$ cat src/rtl/uni_shift_reg_n.sv
// Parametrised universal shift register with single-step operation and a
// counted burst engine (start/busy/done) for serialiser duty.
//
// state | meaning
// ------+---------------------------------------------------------------
// IDLE  | single-step via en, or accept start (burst / one-shot op)
// RUN   | apply latched mode once per edge until remaining count hits 0
module uni_shift_reg_n #(
   parameter int WIDTH = 8,
   parameter int CNT_W = 4
) (
   input  logic             clk,
   input  logic             rst,
   input  logic             en,
   input  logic [2:0]       mode,
   input  logic [WIDTH-1:0] i,
   input  logic             sr,
   input  logic             sl,
   input  logic [CNT_W-1:0] cnt,
   input  logic             start,
   output logic [WIDTH-1:0] a,
   output logic             sr_out,
   output logic             sl_out,
   output logic             busy,
   output logic             done
);

   localparam logic [0:0] ST_IDLE = 1'b0;
   localparam logic [0:0] ST_RUN  = 1'b1;

   localparam logic [CNT_W-1:0] CNT_ONE = {{(CNT_W-1){1'b0}}, 1'b1};

   logic [0:0]       state_q, state_d;
   logic [WIDTH-1:0] a_q, a_d;
   logic [CNT_W-1:0] rem_q, rem_d;
   logic [2:0]       mode_lat_q, mode_lat_d;
   logic             done_q, done_d;

   function automatic logic [WIDTH-1:0] shift_op(
      input logic [2:0]       op,
      input logic [WIDTH-1:0] v,
      input logic [WIDTH-1:0] ld,
      input logic             s_r,
      input logic             s_l
   );
      logic [WIDTH-1:0] r;
      r = v;
      case (op)
         3'b001:  r = {s_r, v[WIDTH-1:1]};
         3'b010:  r = {v[WIDTH-2:0], s_l};
         3'b011:  r = ld;
         3'b100:  r = {v[0], v[WIDTH-1:1]};
         3'b101:  r = {v[WIDTH-2:0], v[WIDTH-1]};
         3'b110:  r = {v[WIDTH-1], v[WIDTH-1:1]};
         default: r = v;
      endcase
      return r;
   endfunction

   // Only true shift/rotate modes run as counted bursts; hold/load/reserved
   // complete in a single edge.
   function automatic logic is_burst_mode(input logic [2:0] op);
      logic r;
      case (op)
         3'b001, 3'b010, 3'b100, 3'b101, 3'b110: r = 1'b1;
         default:                                r = 1'b0;
      endcase
      return r;
   endfunction

   always_comb begin
      state_d    = state_q;
      a_d        = a_q;
      rem_d      = rem_q;
      mode_lat_d = mode_lat_q;
      done_d     = 1'b0;
      case (state_q)
         ST_IDLE: begin
            if (start) begin
               if (is_burst_mode(mode)) begin
                  if (cnt != '0) begin
                     mode_lat_d = mode;
                     rem_d      = cnt;
                     state_d    = ST_RUN;
                  end else begin
                     done_d = 1'b1;
                  end
               end else begin
                  a_d    = shift_op(mode, a_q, i, sr, sl);
                  done_d = 1'b1;
               end
            end else if (en) begin
               a_d = shift_op(mode, a_q, i, sr, sl);
            end
         end
         default: begin
            a_d   = shift_op(mode_lat_q, a_q, i, sr, sl);
            rem_d = rem_q - CNT_ONE;
            if (rem_q == CNT_ONE) begin
               state_d = ST_IDLE;
               done_d  = 1'b1;
            end
         end
      endcase
   end

   always_ff @(posedge clk or negedge rst) begin
      if (!rst) begin
         state_q    <= ST_IDLE;
         a_q        <= '0;
         rem_q      <= '0;
         mode_lat_q <= 3'b000;
         done_q     <= 1'b0;
      end else begin
         state_q    <= state_d;
         a_q        <= a_d;
         rem_q      <= rem_d;
         mode_lat_q <= mode_lat_d;
         done_q     <= done_d;
      end
   end

   assign a      = a_q;
   assign sr_out = a_q[0];
   assign sl_out = a_q[WIDTH-1];
   assign busy   = (state_q == ST_RUN);
   assign done   = done_q;

endmodule

$ cat config.mk
export PLATFORM = sky130hd
export DESIGN_NAME = uni_shift_reg_n
export DESIGN_NICKNAME = d
export VERILOG_FILES = /design/src/rtl/uni_shift_reg_n.sv
export SDC_FILE = /design/constraint.sdc
export NUM_CORES = 1
export LEC_CHECK = 0
export BUFFER_PORTS_ARGS = -buffer_cell sky130_fd_sc_hd__clkbuf_2
export CAP_MARGIN = 20
export CORE_ASPECT_RATIO = 0.8
export CORE_MARGIN = 2
export CORE_UTILIZATION = 50
export CTS_CLUSTER_SIZE = 8
export DETAILED_ROUTE_END_ITERATION = 8
export PLACE_DENSITY_LB_ADDON = 0.25
export SYNTH_ARGS = -nofsm -noshare
export SYNTH_HDL_FRONTEND = slang
export SYNTH_SLANG_ARGS = --single-unit
$ cat constraint.sdc
create_clock -name clk -period 1.55 [get_ports clk]
set_clock_uncertainty 0.1 [all_clocks]
set_input_delay 0.0775 -clock clk [delete_from_list [all_inputs] [get_ports clk]]
set_output_delay 0.0775 -clock clk [all_outputs]
set_load 0.02 [all_outputs]
==> results.yml, run 1 <==
outcome:
  status: "finished with violations"
  violations: "setup timing"
floorplanning:
  ios: 33
  row_count: 18
  fp.dieArea_um2: 3741
  fp.dieW_um: 67.89
  dieHeight_um: 55.11
  core_um2: 3108
  initial_utilization_pct: 52.54
synth:
  synth-edff-count: 0
  synth_most_common_cell: "dfrtp_1"
  ys_seq_elements: 17
  yosys.area.top_type: "dfrtp_1"
  syn_area_per_cell_um2: 9.071
  synth_cells: 180
  synth.distinct_cells: 53
  synth_area_um2: 1633
  ys_seq_area_share_pct: 26.05
  synth.area.top_cells: "dfrtp_1 (26%), mux2i_1 (8.0%), o41ai_2 (4.0%)"
  synthArstFlopShare_pct: 100.0
  synth_fp_nets: 203
  synth-main-ff-cell: "dfrtp_1"
  synth_top_area_share_pct: 26.05
  synthTopCellsByCount: "dfrtp_1 (17), mux2i_1 (13), nand2_1 (13)"
  ys_warn_count: 0
timing:
  setup_tns_ps: -1184
  worst_slew_pin_slew_ps: 453.8
  slew_headroom_pct: 69.74
  setup_violations: 8
  hold_viol_final: 0
  fmax_mhz: 566.3
  rsz0062_at_grt: "true"
  fin_ws_ps: -215.9
  fin_crit_ps: 1766
  fin_crit_sh_pct: 113.9
  timing.final.max_slew_violations: 0
drt:
  highest-signal-layer: "met4"
  num_vias: 1937
  drtPass1Iterations: 5
  ant_nets: 0
  wl_met1_um: 2262
  avgRoutedWirePerCell_um: 20.36
  drc: 0
  drt_iter0_markers: 309
  wl_met2_um: 2737
  routed_wl_um: 5863
  wl_met3_um: 597
  vias_per_cell: 6.726
critical_path:
  crit_fanout: 4
  path_class: "reg -> reg"
  cp-end-kind: "flop"
  critPathTopFamily: "compound AO/OA/AOI/OAI gates"
  start_kind: "flop"
  required_ps: 1580
  slowest_delay_ps: 470
  cp_common_cell: "buf_4"
  worstPathArrival_ps: 1800
  cp_cell_sequence: "buf_4 -> buf_4 -> nand4b_1 -> o21ai_0 -> a2111oi_1 -> o41ai_2"
  critPathSlowestCell: "a2111oi_1"
  cp_num_buf_inv: 2
placed_design:
  gp_congestion: 0.9135
  postPlaceCellArea_um2: 2049
  pre_cts_ws_ps: -306.8
  io_buffer_count: 32
  dpl.hpwl_um: 3789
cts:
  clock-sinks: 17
  cts_tree: "done"
  cts-buffers-inserted: 3
  cts-root-buf: "clkbuf_8"
  htree_levels: 1
  clk_path_buf_depth: 2
  clock_latency_ps: 260
  clk_pin_slew_ps: 70
finish:
  n_fill_cell: 211
  drive_gt1_share_pct: 50.40
  nets: 272
  antenna_cells_inserted: 0
  post-route-util_pct: 74.72
  synthToLayoutAreaGrowth_pct: 42.22
  final_area_um2: 2322
power_and_ir_drop:
  vdd_ir_drop_max_mv: 1.180
  p_per_area_nw_per_um2: 2188
  p_leak_nw: 1.085
job:
  cap_violations: 0
grt:
  grt_pass1_vias: 1763
  overflow: 0
  grt_pass1_wl_um: 8569
  antenna_found_initial: 0
  grt_start_max_net_pins: 18
  grtUsageTotal_pct: 31.46
min_path:
  hold_path.class: "in -> reg"
==> cells in the final DEF, fill, tap and decap left out, types with 3 or more instances in the layout <==
master,netlist,routed
a2111oi_2,0,3
a211oi_1,5,3
a311oi_1,5,5
a31oi_1,5,5
buf_4,2,42
buf_6,2,5
clkbuf_2,0,33
clkbuf_8,0,3
dfrtp_1,17,14
dfrtp_2,0,3
inv_1,7,7
mux2_2,3,3
mux2i_1,13,13
nand2_1,13,13
nand2b_1,9,7
nand2b_4,0,3
nand3_1,12,10
nand4b_1,4,4
o21ai_0,8,5
o21ai_1,1,3
o2bb2ai_1,4,4
o41ai_2,4,4
==> area by class of cell <==
type                       count  area, µm²  area share [%]
multi-input combinational    138       1204           51.83
timing repair buffer          82      566.8           24.41
sequential                    17      429.2           18.48
tap                           40      50.05           2.155
clock buffer                   3      41.29           1.778
inverter                       7      26.28           1.131
clock inverter                 1      5.005          0.2155
==> report_power, final <==
| part | switching [mW] | internal [mW] | total, mW |
|---|---|---|---|
| combinational | 1.94 | 1.81 | 3.75 |
| sequential | 0.296 | 0.683 | 0.979 |
| clock | 0.168 | 0.179 | 0.347 |
==> worst register-to-register path, stage by stage, from the launching register on <==
cell	delay [ps]
dfrtp_2	450
buf_4	150
buf_4	130
nand4b_1	90
o21ai_0	130
a2111oi_1	470
o41ai_2	130
==> repair_timing <==
item	in CTS	in global routing
hold endpoints to repair	17	0
hold buffers	1	0
buffers inserted	6	6
resized for setup	24	10
setup endpoints to repair	8	8
pin swaps	8	8
==> cell families after synthesis <==
group                    Yosys count  synth area share, %
AO/OA/AOI/OAI                     58                30.42
AND/OR/NAND/NOR                   58                20.77
buffers and inverters             25                7.815
multiplexers                      18                12.34
flip-flops                        17                26.05
XOR/XNOR                           2                1.073
adder cells (fa/ha/maj)            2                1.532
==> final timing paths <==
path / start / to / slack (ps) / cells past startpoint
max: mode_lat_q[0] / a[2] / -220 / 6
min: cnt[1] / rem_q[1] / 40 / 3
max reg2reg: mode_lat_q[0] / a[2] / -220 / 6
min reg2reg: rem_q[0] / rem_q[0] / 460 / 1
max in group asynchronous: rst / mode_lat_q[0] / 820 / 2
min in group asynchronous: rst / a[7] / 200 / 2
==> per-stage QoR <==
step | hold slack (ps) | power (mW) | instances
final | 41.48 | 5.080 | 288
after global routing | 57.06 | 5.370 | 288
after CTS | 35.74 | 4.640 | 282
after detailed placement | -44.88 | 3.916 | 271
after global placement | -49.26 | 3.797 | 271
after floorplan | -318.1 | 2.883 | 180
==> state kept, by name, indices dropped and copies added, names as in the netlist <==
| register | count |
|---|---|
| a | 8 |
| rem_q | 4 |
| mode_lat_q | 3 |
| busy | 1 |
| done | 1 |
==> per-layer routing <==
layer	up-vias	GRT usage, %
li1	837	-
met1	913	40.22
met2	151	53.27
met3	36	5.668
met4	0	12.67
met5	-	0
Power figures use the tool's default switching activity.
==> run 2, diff against run 1 <==
BUFFER_PORTS_ARGS = -buffer_cell sky130_fd_sc_hd__buf_2   (was -buffer_cell sky130_fd_sc_hd__clkbuf_2)
==> results.yml, run 2 (synthesis gave the netlist of run 1 again) <==
outcome:
  status: "finished with violations"
  violations: "setup timing"
critical_path:
  cp-end-kind: "flop"
  slowest_delay_ps: 460
  reg2reg_slack_ps: -140
  crit_fanout: 6
  reg2reg_depth: 5
  worstPathArrival_ps: 1810
  r2r-end: "a[5]"
  critPathSlowestCell: "mux4_2"
  start_kind: "flop"
  timing.rr.start: "mode_lat_q[2]"
  cp_cell_sequence: "buf_6 -> nand2b_4 -> mux4_2 -> a222oi_1 -> a21o_1"
  path_class: "reg -> reg"
  required_ps: 1670
min_path:
  hp-start: "cnt[0]"
  hold_path.class: "in -> reg"
  worst_hold_path.num_cells: 3
  hold_path_end: "rem_q[0]"
floorplanning:
  core_um2: 3108
  row_count: 18
  ios: 33
  dieHeight_um: 55.11
  fp.dieW_um: 67.89
  fp.dieArea_um2: 3741
  initial_utilization_pct: 52.54
cts:
  clk_pin_slew_ps: 80
  htree_levels: 1
  cts-root-buf: "clkbuf_8"
  clock_latency_ps: 270
  clock-sinks: 17
  cts-buffers-inserted: 3
  cts_tree: "done"
  clk_path_buf_depth: 2
finish:
  mostFrequentLayoutCells: "buf_4 (35), buf_2 (32), dfrtp_1 (14)"
  drive_gt1_share_pct: 47.68
  layout_commonest_cell: "buf_4"
  nets: 261
  largest_reg_flops: 8
  synthToLayoutAreaGrowth_pct: 37.62
  antenna_cells_inserted: 0
grt:
  antenna_found_initial: 0
  grtUsageTotal_pct: 28.11
  grt_start_max_net_pins: 21
  grt_pass1_vias: 1587
  grt_pass1_wl_um: 7645
  overflow: 0
timing:
  hold_viol_final: 0
  fin_crit_sh_pct: 109.2
  fin_hold_ws_ps: 27.12
  timing.final.max_slew_violations: 0
  fin_ws_ps: -142.9
  rsz0062_at_grt: "true"
  fin_crit_ps: 1693
  slew_headroom_pct: 71.28
  setup_violations: 8
  worst_slew_pin_slew_ps: 430.8
  fmax_mhz: 590.7
drt:
  num_vias: 1793
  drc: 0
  drt_iter0_markers: 217
  drtPass1Iterations: 4
  routed_wl_um: 5292
  avgRoutedWirePerCell_um: 19.10
  ant_nets: 0
  vias_per_cell: 6.473
placed_design:
  gp_congestion: 0.8859
  io_buffer_count: 32
  dpl.hpwl_um: 3592
power_and_ir_drop:
  vdd_ir_drop_max_mv: 1.015
  p_per_area_nw_per_um2: 2167
  p_leak_nw: 1.023
  total_power_mw: 4.869
job:
  cap_violations: 0
run 2: cell count changes in the layout (fill, tap and decap cells not counted), sizes merged:
cell      change
clkinvlp      +1
clkinv        -1
clkbuf       -33
buf          +22
run 2: timing repair:
item | 4_1_cts | 5_1_grt
pin swaps | 3 | 3
endpoints found under the hold margin | 17 | 0
endpoints found under the setup margin | 8 | 8
resized for setup | 19 | 12
buffers inserted | 2 | 3
gates cloned | 0 | 0
hold buffers | 1 | 0
run 2: layout make-up:
class / count / area (µm²)
multi-input cells: 138 / 1217
well taps: 40 / 50.05
fillers: 223 / 860.8
inverters: 7 / 26.28
repair buffers: 71 / 475.5
clock inverters: 1 / 7.507
clock buffers: 3 / 41.29
flip-flops and latches: 17 / 429.2
run 2: metrics by stage:
step,cell area [µm²],cells,setup TNS (ps),setup slack (ps),utilization [%]
after floorplan,1657,180,-333.9,-67.19,-
after global placement,2019,267,-737.4,-134.2,64.98
after detailed placement,2019,267,-1116,-189.7,64.98
after CTS,2153,274,-576.6,-130.5,69.28
after global routing,2247,277,-1192,-219.5,72.30
final,2247,277,-841.5,-142.9,72.30
run 2: worst max path at each step:
stage	slack [ps]	to	startpoint
floorplan	-70	a[3]	busy
global placement	-130	a[1]	mode_lat_q[1]
detailed placement	-190	a[1]	mode_lat_q[1]
CTS	-130	a[5]	mode_lat_q[2]
global route	-220	a[7]	mode_lat_q[2]
finish	-140	a[5]	mode_lat_q[2]
run 2: where the power goes:
group          leakage, nW  internal [mW]  switching, mW
sequential           0.202          0.682          0.321
combinational        0.800           1.68           1.80
clock               0.0217          0.183          0.203
total                 1.02           2.54           2.33
run 2: critical path: cells and delay by family, from the launching register on:
kind	cells	cell delay, ps
AND/OR/NAND/NOR	1	120
AO/OA/AOI/OAI	2	370
multiplexers	1	460
buffers and inverters	1	140
flip-flops	1	450
run 2: metal layers:
metal / GRT usage (%) / vias to the layer above / share of wire, %
li1: - / 816 / -
met1: 37.30 / 878 / 43
met3: 4.656 / 5 / 8.4
met5: 0 / - / 0
met2: 46.57 / 94 / 48
met4: 10.33 / 0 / 1.2
==> run 3, diff against run 2 <==
ABC_AREA = 1   (was default)
CORE_UTILIZATION = 49   (was 50)
SETUP_SLACK_MARGIN = 0.15   (was default)
==> results.yml, run 3 <==
outcome:
  status: "finished clean"
timing:
  rsz0062_at_grt: "true"
  setup_tns_ps: 0
  fin_crit_sh_pct: 89.42
  slew_headroom_pct: 73.52
  hold_viol_final: 0
  fin_hold_ws_ps: 9.763
  worst_slew_pin_slew_ps: 397.2
  timing.final.max_slew_violations: 0
  setup_violations: 0
  fmax_mhz: 721.5
  fin_crit_ps: 1386
finish:
  nets: 306
  synthToLayoutAreaGrowth_pct: 27.28
  layout_commonest_cell: "nand2_1"
  instances_no_fill: 320
  antenna_cells_inserted: 0
  largest_reg_flops: 8
  mostFrequentLayoutCells: "nand2_1 (64), nand3_1 (37), buf_2 (32)"
  drive_gt1_share_pct: 30.50
critical_path:
  cp-end-kind: "flop"
  cp_cell_sequence: "buf_4 -> nand3_2 -> nand2_2 -> a21oi_1 -> nand3_1 -> nand3_1 -> nand2_1"
  reg2reg_slack_ps: 160
  slowest_delay_ps: 430
  worstPathArrival_ps: 1440
  path_class: "reg -> reg"
  crit_fanout: 7
  required_ps: 1610
  cp_common_cell: "nand3_1"
  start_kind: "flop"
  critPathSlowestCell: "dfrtp_2"
grt:
  grtUsageTotal_pct: 25.51
  antenna_found_initial: 0
  grt_start_max_net_pins: 18
  grt_pass1_vias: 1466
  grt_pass1_wl_um: 6720
  overflow: 0
power_and_ir_drop:
  vdd_ir_drop_max_mv: 1.058
  p_clk_share_pct: 9.1
  intPower_mw: 1.847
  netSwitchingFraction_pct: 52.04
  netSwitchingPower_mw: 2.004
  p_per_area_nw_per_um2: 2042
  pwr-share-seq_pct: 25.8
  p_leak_nw: 1.018
  combPwrFrac_pct: 65.1
synth:
  synth-main-ff-cell: "dfrtp_1"
  synth_fp_nets: 261
  synth_area_um2: 1481
  ys_seq_elements: 17
  synth.area.top_cells: "dfrtp_1 (29%), nand2_1 (17%), nand3_1 (13%)"
  syn_area_per_cell_um2: 6.224
  synthTopCellsByCount: "nand2_1 (67), nand3_1 (39), nor2_1 (29)"
  synthArstFlopShare_pct: 100.0
  yosys.area.top_type: "dfrtp_1"
  ys_warn_count: 0
  synth-edff-count: 0
  synth_top_area_share_pct: 28.72
  synth_cells: 238
  synth_most_common_cell: "nand2_1"
  ys_seq_area_share_pct: 28.72
  synth.distinct_cells: 25
floorplanning:
  core_um2: 2808
  dieHeight_um: 53.18
  ios: 33
  fp.dieArea_um2: 3482
  initial_utilization_pct: 52.76
  row_count: 17
  fp.dieW_um: 65.48
cts:
  cts-buffers-inserted: 3
  clk_pin_slew_ps: 70
  clock_latency_ps: 260
  htree_levels: 1
  cts_tree: "done"
  clk_path_buf_depth: 2
  clock-sinks: 17
  cts-root-buf: "clkbuf_8"
drt:
  ant_nets: 0
  vias_per_cell: 5.419
  avgRoutedWirePerCell_um: 13.03
  routed_wl_um: 4170
  num_vias: 1734
  drtPass1Iterations: 4
  drt_iter0_markers: 151
  drc: 0
placed_design:
  gp_congestion: 0.9031
  dpl.hpwl_um: 2883
  place_inst: 304
  io_buffer_count: 32
job:
  cap_violations: 0
min_path:
  hold_path.class: "in -> reg"
## run 3: cell types whose count changed after synthesis, moves of 5 or more
| cell | delta |
|---|---|
| nand3_1 | +27 |
| nand2_1 | +54 |
| a311oi_1 | -5 |
| nand2b_1 | -9 |
| nand2_2 | +11 |
| nor2_1 | +26 |
| a211oi_1 | -5 |
| inv_1 | +12 |
| buf_2 | -6 |
| nand4_1 | +6 |
| a21oi_1 | +12 |
| mux2i_1 | -13 |
## run 3: timing repair
action | in CTS | in global routing
buffers inserted | 5 | 4
gates resized for setup | 4 | 19
endpoints found under the hold margin | 19 | 0
hold buffers | 3 | 0
pin swaps | 1 | 6
setup endpoints to repair | 8 | 12
## run 3: power by group through the flow
stage               sequential, mW  combinational (mW)  clock, mW
detailed placement           0.991                2.10          0
CTS                          0.968                2.22      0.353
finish                       0.993                2.51      0.352
global placement             0.996                2.08          0
global route                  1.02                2.82      0.372
floorplan                     1.01                1.53          0
## run 3: critical path: cells and delay by family, from the launching register on
kind / cells / cell delay [ps]
DFF: 1 / 430
and+or+nand+nor: 5 / 440
buffers and inverters: 1 / 160
AOI/OAI and AO/OA: 1 / 160
## run 3: cells by family (layout without fill, tap and decap cells)
kind of cell / Yosys count / in the layout / synth area share, %
AO/OA/AOI/OAI: 26 / 26 / 9.459
adder cells (fa/ha/maj): 2 / 2 / 1.689
buffers and inverters: 34 / 78 / 10.89
flip-flops: 17 / 17 / 28.72
AND/OR/NAND/NOR: 159 / 159 / 49.24
## run 3: worst paths after layout
check | from | to | depth (start not counted)
setup / recovery | mode_lat_q[1] | a[3] | 7
hold / removal | start | done | 3
hold reg to reg | rem_q[2] | rem_q[2] | 4
max in group asynchronous | rst | busy | 2
setup reg to reg | mode_lat_q[1] | a[3] | 7
min in group asynchronous | rst | a[7] | 2
## run 3: final cells by class
| cell class | instances | area [µm²] |
|---|---|---|
| inverters | 26 | 110.1 |
| multi-input cells | 187 | 944.7 |
| flip-flops and latches | 17 | 430.4 |
| repair buffers | 48 | 307.8 |
| well taps | 38 | 47.55 |
| fillers | 262 | 922.1 |
| clock buffers | 4 | 45.04 |
## run 3: per-layer routing
layer	vias up	GRT usage, %	wire [µm]
li1	857	-	-
met1	783	34.43	1781
met2	85	43.03	1973
met3	9	4.468	371
met4	0	5.556	44
met5	-	0	0
## run 3: through the flow
step	util, %	power, mW	cell area (µm²)	setup WS (ps)
2_1_floorplan	-	2.547	1483	243.5
3_3_place_gp	59.27	3.079	1664	93.66
3_5_place_dp	59.27	3.094	1664	94.58
4_1_cts	63.32	3.545	1778	153.4
5_1_grt	67.16	4.216	1886	58.72
6_report	67.16	3.851	1886	163.9
